## config.mk

```make
export PLATFORM = sky130hd
export DESIGN_NAME = hit_memory_readout_flat
export DESIGN_NICKNAME = d
export VERILOG_FILES = /design/src/rtl/hit_memory_readout_if.sv /design/src/rtl/hit_memory_readout.sv /design/src/flat_wrapper.sv
export SDC_FILE = /design/constraint.sdc
export NUM_CORES = 1
export LEC_CHECK = 0
export CORE_MARGIN = 2
export CORE_UTILIZATION = 40
export CTS_BUF_LIST = sky130_fd_sc_hd__clkbuf_16
export CTS_CLUSTER_DIAMETER = 30
export DETAILED_ROUTE_END_ITERATION = 10
export PLACE_DENSITY = 0.67
export SLEW_MARGIN = 20
export SYNTH_ARGS = -nofsm -noshare
export SYNTH_HDL_FRONTEND = slang
export SYNTH_SLANG_ARGS = --single-unit
export TNS_END_PERCENT = 10
```

## constraint.sdc

```tcl
create_clock -name clock -period 6.15 [get_ports clock]
set_input_delay 1.23 -clock clock [delete_from_list [all_inputs] [get_ports clock]]
set_output_delay 1.23 -clock clock [all_outputs]
set_load 0.01 [all_outputs]
```

## src/rtl/hit_memory_readout_if.sv

```systemverilog
// Bundles the readout engine's command, HNM spare-port and hit-stream signals.
// master = readout engine, slave = storage path / HNM / hit consumer side.
interface hit_memory_readout_if #(
    parameter int COLINDEXBITS     = 5,
    parameter int ROWINDEXBITS_HNM = 6
);
    localparam int ROWW  = 2 ** COLINDEXBITS;
    localparam int ADDRW = ROWINDEXBITS_HNM + COLINDEXBITS;

    logic                        startReadout;
    logic                        clearAfterRead;
    logic                        readoutBusy;
    logic                        readoutDone;
    logic [ROWINDEXBITS_HNM-1:0] memAddr;
    logic                        memWriteEnable;
    logic [ROWW-1:0]             memDataIn;
    logic [ROWW-1:0]             memDataOut;
    logic [ADDRW-1:0]            hitAddress;
    logic                        hitValid;
    logic                        hitReady;
    logic [ADDRW:0]              nHitsRead;

    modport master (
        input  startReadout, clearAfterRead, memDataOut, hitReady,
        output readoutBusy, readoutDone, memAddr, memWriteEnable, memDataIn,
               hitAddress, hitValid, nHitsRead
    );

    modport slave (
        output startReadout, clearAfterRead, memDataOut, hitReady,
        input  readoutBusy, readoutDone, memAddr, memWriteEnable, memDataIn,
               hitAddress, hitValid, nHitsRead
    );
endinterface

```

## src/rtl/hit_memory_readout.sv

```systemverilog
// Scans all HNM rows over the spare port and streams one {row,col} per stored hit, lowest col first.
// Latency: 3 cycles per empty row, 3+k per row with k hits (+1 if clearing); hitValid holds until accepted.
module hit_memory_readout #(
    parameter int COLINDEXBITS     = 5,
    parameter int ROWINDEXBITS_HNM = 6,
    parameter int MEMNROWS_HNM     = 64,
    parameter int ADDRESSNBITS     = ROWINDEXBITS_HNM + COLINDEXBITS
) (
    input  logic                 clock,
    input  logic                 resetN,
    hit_memory_readout_if.master bus
);
    localparam int ROWW = 2 ** COLINDEXBITS;

    typedef enum logic [2:0] {
        S_IDLE, S_FETCH, S_LATCH, S_SCAN, S_CLEAR, S_NEXT, S_DONE
    } state_e;

    state_e                      state_q, state_d;
    logic [ROWINDEXBITS_HNM-1:0] row_q, row_d;
    logic [ROWW-1:0]             row_bits_q, row_bits_d;
    logic                        clr_q, clr_d;
    logic [ADDRESSNBITS:0]       n_hits_q, n_hits_d;
    logic [COLINDEXBITS-1:0]     low_idx;

    always_ff @(posedge clock or negedge resetN) begin
        if (!resetN) begin
            state_q    <= S_IDLE;
            row_q      <= '0;
            row_bits_q <= '0;
            clr_q      <= 1'b0;
            n_hits_q   <= '0;
        end else begin
            state_q    <= state_d;
            row_q      <= row_d;
            row_bits_q <= row_bits_d;
            clr_q      <= clr_d;
            n_hits_q   <= n_hits_d;
        end
    end

    // Priority search from the top down so the lowest set bit wins.
    always_comb begin
        low_idx = '0;
        for (int i = ROWW - 1; i >= 0; i--) begin
            if (row_bits_q[i]) low_idx = COLINDEXBITS'(i);
        end
    end

    always_comb begin
        state_d    = state_q;
        row_d      = row_q;
        row_bits_d = row_bits_q;
        clr_d      = clr_q;
        n_hits_d   = n_hits_q;
        case (state_q)
            S_IDLE: begin
                if (bus.startReadout) begin
                    row_d    = '0;
                    n_hits_d = '0;
                    clr_d    = bus.clearAfterRead;
                    state_d  = S_FETCH;
                end
            end
            S_FETCH: state_d = S_LATCH;
            S_LATCH: begin
                row_bits_d = bus.memDataOut;
                state_d    = (bus.memDataOut != '0) ? S_SCAN : S_NEXT;
            end
            S_SCAN: begin
                if (bus.hitReady) begin
                    row_bits_d = row_bits_q & (row_bits_q - 1'b1);
                    n_hits_d   = n_hits_q + 1'b1;
                    if (row_bits_d == '0) state_d = clr_q ? S_CLEAR : S_NEXT;
                end
            end
            S_CLEAR: state_d = S_NEXT;
            S_NEXT: begin
                if (row_q == ROWINDEXBITS_HNM'(MEMNROWS_HNM - 1)) begin
                    state_d = S_DONE;
                end else begin
                    row_d   = row_q + 1'b1;
                    state_d = S_FETCH;
                end
            end
            S_DONE:  state_d = S_IDLE;
            default: state_d = S_IDLE;
        endcase
    end

    // All outputs decode from registered state, so reset forces them low immediately.
    assign bus.readoutBusy    = (state_q != S_IDLE);
    assign bus.readoutDone    = (state_q == S_DONE);
    assign bus.memAddr        = row_q;
    assign bus.memWriteEnable = (state_q == S_CLEAR);
    assign bus.memDataIn      = '0;
    assign bus.hitValid       = (state_q == S_SCAN);
    assign bus.hitAddress     = (state_q == S_SCAN) ? {row_q, low_idx} : '0;
    assign bus.nHitsRead      = n_hits_q;
endmodule

```

## src/flat_wrapper.sv

```systemverilog
// flat-port wrapper written by rule: the top's interface ports become plain ports
module hit_memory_readout_flat 
#(
    parameter int COLINDEXBITS     = 5,
    parameter int ROWINDEXBITS_HNM = 6,
    parameter int MEMNROWS_HNM     = 64,
    parameter int ADDRESSNBITS     = ROWINDEXBITS_HNM + COLINDEXBITS
)
  (clock, resetN, bus_startReadout, bus_clearAfterRead, bus_memDataOut, bus_hitReady, bus_readoutBusy, bus_readoutDone, bus_memAddr, bus_memWriteEnable, bus_memDataIn, bus_hitAddress, bus_hitValid, bus_nHitsRead);
  hit_memory_readout_if #(.COLINDEXBITS(COLINDEXBITS), .ROWINDEXBITS_HNM(ROWINDEXBITS_HNM)) bus_i ();
  input  logic clock;
  input  logic resetN;
  input wire logic [$bits(bus_i.startReadout)-1:0] bus_startReadout;
  input wire logic [$bits(bus_i.clearAfterRead)-1:0] bus_clearAfterRead;
  input wire logic [$bits(bus_i.memDataOut)-1:0] bus_memDataOut;
  input wire logic [$bits(bus_i.hitReady)-1:0] bus_hitReady;
  output wire logic [$bits(bus_i.readoutBusy)-1:0] bus_readoutBusy;
  output wire logic [$bits(bus_i.readoutDone)-1:0] bus_readoutDone;
  output wire logic [$bits(bus_i.memAddr)-1:0] bus_memAddr;
  output wire logic [$bits(bus_i.memWriteEnable)-1:0] bus_memWriteEnable;
  output wire logic [$bits(bus_i.memDataIn)-1:0] bus_memDataIn;
  output wire logic [$bits(bus_i.hitAddress)-1:0] bus_hitAddress;
  output wire logic [$bits(bus_i.hitValid)-1:0] bus_hitValid;
  output wire logic [$bits(bus_i.nHitsRead)-1:0] bus_nHitsRead;
  assign bus_i.startReadout = bus_startReadout;
  assign bus_i.clearAfterRead = bus_clearAfterRead;
  assign bus_i.memDataOut = bus_memDataOut;
  assign bus_i.hitReady = bus_hitReady;
  assign bus_readoutBusy = bus_i.readoutBusy;
  assign bus_readoutDone = bus_i.readoutDone;
  assign bus_memAddr = bus_i.memAddr;
  assign bus_memWriteEnable = bus_i.memWriteEnable;
  assign bus_memDataIn = bus_i.memDataIn;
  assign bus_hitAddress = bus_i.hitAddress;
  assign bus_hitValid = bus_i.hitValid;
  assign bus_nHitsRead = bus_i.nHitsRead;
  hit_memory_readout #(.COLINDEXBITS(COLINDEXBITS), .ROWINDEXBITS_HNM(ROWINDEXBITS_HNM), .MEMNROWS_HNM(MEMNROWS_HNM), .ADDRESSNBITS(ADDRESSNBITS)) u_core (.clock(clock), .resetN(resetN), .bus(bus_i));
endmodule
```

==> flow_summary_export.csv, run 1 <==
group,metric,value,unit
global_routing,grtUsageMet1,0.265,
logic_synthesis,synth_area_leader_cell,"dfrtp_1",
sta,slew_headroom,0.332,
logic_synthesis,yosys_warnings,0,
final_layout,final_common_cell,"clkdlybuf4s50_1",
global_routing,gr-usage-met3,0.0291,
clock_network,cts_max_level,2,
die,coreArea,0.00872,mm²
logic_synthesis,syn_inst,430,
clock_network,cts_resized,0,
power,power.share.sequential,0.341,
final_layout,final_layout_size_suffix_gt1_frac,0.0408,
power,power_frac_comb,0.516,
routing,vias_per_cell,5.62,
place,io_buffers,69,
clock_network,max-clock-path-buffers,2,
sta,fin_worst_skew,7.74,ps
die,die_w,98.6,µm
final_layout,final_cell_area,0.00438,mm²
place,place_ws,2230,ps
logic_synthesis,ys_seq_area_frac,0.377,
die,die_h,98.6,µm
logic_synthesis,synthTopCellsByArea,"dfrtp_1, a22o_1, buf_4, o21ai_0, nand2_1",
global_routing,gr-max-usage-layer,"met2",
logic_synthesis,synth_top_area_share,0.377,
logic_synthesis,synthDistinctLibCells,55,
sta,fin_ws,1890,ps
clock_network,cts_hold_buf,0,
setup_path,rr_startpoint,"u_core.state_q[1]$_DFFE_PN0P_",
place,dp.cells,590,
sta,timing.final.crit_share,0.693,
die,fp.dieArea,0.00972,mm²
sta,rsz0062_at_grt,"false",
sta,finalCriticalPeriod,4260,ps
global_routing,grt.overflow.total,0,
sta,worst_slew_pin_slew,1000,ps
routing,wl_per_cell,15.5,µm
setup_path,crit_fanout,25,
final_layout,fill_cells,865,
power,p_sw,0.000958,W
clock_network,cts_tree,"built",
global_routing,grt_max_degree,55,
routing,final_antenna_net_count,0,
place,gp_congestion,0.844,
final_layout,synthToLayoutAreaGrowth,22.4,%
die,row_count,34,
final_layout,n_antenna_cell,0,
power,p_total,0.00212,W
final_layout,regArea,0.00135,mm²
sta,setup_tns,0,ps
outcome,status,"completed",
logic_synthesis,synth-seq-cells,54,
hold_path,min_path_type,"register to register",
final_layout,multi_input_area,0.00199,mm²
clock_network,cts_setup_buffers,0,
hold_path,hp-start,"u_core.bus.nHitsRead[11]$_DFFE_PN0P_",
clock_network,clkTransAtPathRegs,80,ps
setup_path,end_kind,"output port",
logic_synthesis,synth_edf_count,0,
global_routing,grt_pass1_vias,3055,
run,drv_cap,0,
global_routing,grt_pass1_wl,15100,µm
final_layout,layout_common_cells,"clkdlybuf4s50_1, dfrtp_1, nand2_1, nor2_1, o21ai_0",
setup_path,worst_ep_required_time,4920,ps
logic_synthesis,syn_area,0.00358,mm²
clock_network,cts_buffers,5,
power,power.density,483,mW/mm²
clock_network,clock_latency,300,ps
clock_network,cts-root-buf,"clkbuf_16",
sta,final_max_slew_viol_count,0,
final_layout,nets,528,
sta,finalSetupViolCount,0,
place,place_area,0.00423,mm²
power,ir_drop,0.257,mV
logic_synthesis,synth_area_per_cell,8.33,µm²
clock_network,clock_sinks,54,
power,intPower,0.00116,W
routing,drt_iter0_drc,181,
die,start_util,0.411,
final_layout,fin_cells,598,
power,p_sw_frac,0.453,
die,io_pins,102,
setup_path,crit_arrival,3030,ps
setup_path,cp-start-kind,"register",
setup_path,path_class,"register to output port",
routing,vias,3360,
sta,hold_viol,0,
global_routing,use_met2,0.308,
power,power_leakage,1.88,nW
global_routing,grt_use_total,0.189,
place,hpwlAfterDp,6730,µm
routing,drt_first_pass_iters,5,
routing,drcViolationCount,0,
logic_synthesis,async_reset_ff_frac,1.00,
power,clockPowerShare,0.143,
sta,fmax,0.235,GHz
global_routing,antenna_found_initial,0,
logic_synthesis,ys.flop_type,"dfrtp_1",
setup_path,cp-startpoint,"u_core.state_q[1]$_DFFE_PN0P_",
routing,routed_wl,9290,µm
state kept, by name, summed over array words and instances, names as in the netlist:
name                  cells
u_core.bus.memAddr        6
u_core.bus.nHitsRead     12
u_core.clr_q              1
u_core.row_bits_q        32
u_core.state_q            3
per-layer routing:
layer | vias to the layer above | routed length [µm]
met2 | 99 | 4450
met4 | 0 | 130
li1 | 1627 | -
met3 | 12 | 440
met1 | 1622 | 4270
met5 | - | 0
per-stage QoR:
step | hold WS (ps) | util
after global routing | 490 | 0.503
after floorplan | 437 | -
final | 477 | 0.503
after global placement | 460 | 0.485
after CTS | 478 | 0.503
after detailed placement | 467 | 0.485
cells in the mapped netlist, drive strengths merged (3+ instances only):
| master | n |
|---|---|
| dfrtp | 54 |
| nand2 | 47 |
| nor2 | 44 |
| buf | 37 |
| o21ai | 37 |
| a22o | 30 |
| a21oi | 22 |
| nand3 | 18 |
| nor4 | 17 |
| clkbuf | 14 |
| nor3 | 13 |
| inv | 11 |
| and3 | 10 |
| nand4 | 8 |
| nand2b | 6 |
| xor2 | 5 |
| a211oi | 4 |
| mux2i | 4 |
| or3 | 4 |
| or4 | 3 |
| xnor2 | 3 |
path summary, 6_finish.rpt:
path | endpoint | slack (ps) | cells past startpoint
max | bus_hitAddress[2] | 1890 | 4
min reg2reg | u_core.bus.nHitsRead[11]$_DFFE_PN0P_ | 480 | 1
max in group asynchronous | u_core.row_bits_q[11]$_DFFE_PN0P_ | 4640 | 2
max reg2reg | u_core.bus.nHitsRead[11]$_DFFE_PN0P_ | 3120 | 9
min | u_core.bus.nHitsRead[11]$_DFFE_PN0P_ | 480 | 1
min in group asynchronous | u_core.bus.nHitsRead[3]$_DFFE_PN0P_ | 1050 | 2
cell families (layout without fill, tap and decap cells):
kind of cell / after synthesis / count (layout) / share of synthesized area
and+or+nand+nor: 178 / 178 / 0.256
AOI/OAI and AO/OA: 118 / 118 / 0.222
buffers and inverters: 63 / 92 / 0.100
DFF: 54 / 54 / 0.377
xor gates and xnor gates: 8 / 8 / 0.0196
adders and majority gates: 4 / 4 / 0.0126
muxes: 4 / 4 / 0.0112
other: 1 / 32 / 0.00105
critical path, stage by stage (launching register included):
cell             delay [ps]
dfrtp_1                 500
nor2b_1                 520
nand2_1                 600
a211oi_1                500
clkdlybuf4s50_1         610
power groups by stage:
stage          Combinational [W]  Clock [W]  Sequential [W]
2_1_floorplan           0.000771          0        0.000651
3_3_place_gp             0.00108          0        0.000712
3_5_place_dp             0.00109          0        0.000720
4_1_cts                  0.00110   0.000306        0.000715
5_1_grt                  0.00121   0.000317        0.000749
6_report                 0.00109   0.000303        0.000720
cell type report:
type	instances	area share
Multi-Input combinational cell	344	0.454
Sequential cell	54	0.308
Timing Repair Buffer	72	0.162
Tap cell	108	0.0308
Clock buffer	5	0.0285
Inverter	12	0.0103
Clock inverter	3	0.00657
(Power assumes the default switching activity.)
==> inputs of run 2 (changes only) <==
--- a/config.mk
+++ b/config.mk
@@ -10,7 +10,7 @@
 export CTS_BUF_LIST = sky130_fd_sc_hd__clkbuf_16
 export CTS_CLUSTER_DIAMETER = 30
 export DETAILED_ROUTE_END_ITERATION = 10
-export PLACE_DENSITY = 0.67
+export PLACE_DENSITY = 0.7
 export SLEW_MARGIN = 20
 export SYNTH_ARGS = -nofsm -noshare
 export SYNTH_HDL_FRONTEND = slang
==> constraint.sdc (replaced) <==
create_clock -name clock -period 3.65 [get_ports clock]
set_input_delay 0.73 -clock clock [delete_from_list [all_inputs] [get_ports clock]]
set_output_delay 0.73 -clock clock [all_outputs]
set_load 0.01 [all_outputs]
==> run 2 against run 1 <==
Against the previous run: worst hold slack worse by 1.8 ps; design area rose by 0.57%; cell count is 0.67% higher; register-to-register slack got worse by 2000 ps; combinational power rose by 73%; sequential cell count stayed put; critical path type unchanged; critical endpoint unchanged.
==> flow_summary_export.csv, run 2 (same netlist as run 1, synthesis figures left out) <==
group,metric,value,unit
setup_path,crit_slowest_cell,"or4_1",
routing,drt_iter0_drc,203,
outcome,status,"completed",
setup_path,cp-start-kind,"register",
hold_path,hp-start,"u_core.bus.nHitsRead[11]$_DFFE_PN0P_",
final_layout,final_cell_area,0.00441,mm²
clock_network,clock_sinks,54,
setup_path,worst_ep_required_time,2920,ps
power,ir_drop,0.280,mV
die,die_h,98.6,µm
setup_path,end_kind,"output port",
clock_network,max-clock-path-buffers,2,
clock_network,cts_max_level,2,
routing,drcViolationCount,0,
sta,finalCriticalPeriod,3270,ps
place,place_area,0.00426,mm²
die,coreArea,0.00872,mm²
routing,met1Wirelength,4420,µm
clock_network,clock_latency,300,ps
sta,fmax,0.306,GHz
setup_path,crit_path_cell_trace,"or4_1, a21oi_1, o21ai_0, a211oi_1, clkdlybuf4s50_1",
clock_network,cts-root-buf,"clkbuf_16",
die,row_count,34,
global_routing,grt_pass1_wl,15400,µm
place,hpwlAfterDp,7100,µm
routing,routed_wl,9620,µm
global_routing,grt_use_total,0.196,
sta,final_max_slew_viol_count,0,
setup_path,r2r_slack,1150,ps
clock_network,cts_buffers,5,
routing,top_layer,"met4",
sta,fin_worst_skew,5.25,ps
final_layout,synthToLayoutAreaGrowth,23.1,%
routing,dr_wl_met2,4400,µm
sta,finalSetupViolCount,0,
setup_path,crit_fanout,10,
final_layout,final_common_cell,"clkdlybuf4s50_1",
final_layout,layout_common_cells,"clkdlybuf4s50_1, dfrtp_1, nand2_1, nor2_1, o21ai_0",
setup_path,rr_startpoint,"u_core.row_bits_q[3]$_DFFE_PN0P_",
routing,drt_first_pass_iters,5,
final_layout,multi_input_area,0.00199,mm²
die,start_util,0.411,
routing,vias_per_cell,5.73,
setup_path,path_class,"register to output port",
run,drv_cap,0,
die,die_w,98.6,µm
clock_network,cts_resized,0,
sta,setup_tns,0,ps
clock_network,cts_setup_buffers,0,
routing,wl_per_cell,16.0,µm
sta,hold_slack,475,ps
place,gp_congestion,0.951,
final_layout,largest_reg_flops,32,
sta,timing.final.crit_share,0.896,
place,io_buffers,69,
final_layout,n_antenna_cell,0,
final_layout,regMostFlops,"u_core.row_bits_q",
sta,fin_ws,379,ps
clock_network,cts_hold_buf,0,
power,power.density,816,mW/mm²
sta,hold_viol,0,
place,place_ws,734,ps
final_layout,regArea,0.00135,mm²
sta,slew_headroom,0.467,
die,fp.dieArea,0.00972,mm²
global_routing,grt_pass1_vias,3158,
clock_network,cts_tree,"built",
global_routing,grt.overflow.total,0,
power,power_leakage,1.89,nW
sta,worst_slew_pin_slew,797,ps
routing,final_antenna_net_count,0,
clock_network,clkTransAtPathRegs,70,ps
final_layout,nets,532,
routing,vias,3450,
global_routing,grt_max_degree,33,
die,io_pins,102,
setup_path,crit_arrival,2540,ps
final_layout,fill_cells,877,
final_layout,fin_util,0.505,
hold_path,min_path_type,"register to register",
sta,rsz0062_at_grt,"false",
final_layout,final_layout_size_suffix_gt1_frac,0.0486,
global_routing,antenna_found_initial,0,
setup_path,critical-path-max-stage-delay,610,ps
routing,wl_met3,576,µm
setup_path,cp-startpoint,"u_core.row_bits_q[16]$_DFFE_PN0P_",
-- run 2: changes by cell type in the layout (fill, tap and decap cells not counted), sizes merged --
cell | before | now
clkinvlp | 0 | 2
inv | 13 | 12
buf | 4 | 8
clkinv | 2 | 1
-- run 2: layout make-up --
cell class | instances | area share
clock inverter | 3 | 0.00539
timing repair buffer | 76 | 0.167
tap | 108 | 0.0307
clock buffer | 5 | 0.0284
inverter | 12 | 0.0102
multi-input combinational | 344 | 0.451
sequential | 54 | 0.307
-- run 2: path summary, 6_finish.rpt --
path / cells past startpoint / endpoint
max: 5 / bus_hitAddress[2]
min: 1 / u_core.bus.nHitsRead[11]$_DFFE_PN0P_
max reg2reg: 7 / u_core.state_q[1]$_DFFE_PN0P_
min reg2reg: 1 / u_core.bus.nHitsRead[11]$_DFFE_PN0P_
max in group asynchronous: 2 / u_core.row_bits_q[8]$_DFFE_PN0P_
min in group asynchronous: 1 / u_core.bus.nHitsRead[5]$_DFFE_PN0P_
-- run 2: where the power goes --
part / total, W / switching (W) / internal, W
Combinational: 0.00189 / 0.000989 / 0.000900
Sequential: 0.00122 / 0.000399 / 0.000817
Clock: 0.000490 / 0.000233 / 0.000257
Total: 0.00360 / 0.00162 / 0.00197
-- run 2: per-stage QoR --
step / std cells / power, W
2_1_floorplan: 461 / 0.00240
3_3_place_gp: 594 / 0.00305
3_5_place_dp: 594 / 0.00309
4_1_cts: 602 / 0.00360
5_1_grt: 602 / 0.00388
6_report: 602 / 0.00360
-- run 2: worst max-delay path: cells and delay by family (launching register included) --
family | cells | cell delay, ps
DFF | 1 | 480
buffers and inverters | 1 | 590
and+or+nand+nor | 1 | 610
AOI/OAI and AO/OA | 3 | 560
-- run 2: per-layer routing --
metal  track usage  vias to the layer above
met5             0                        -
met4        0.0706                        0
met3        0.0383                       22
met2         0.309                      137
met1         0.269                     1651
li1              -                     1640
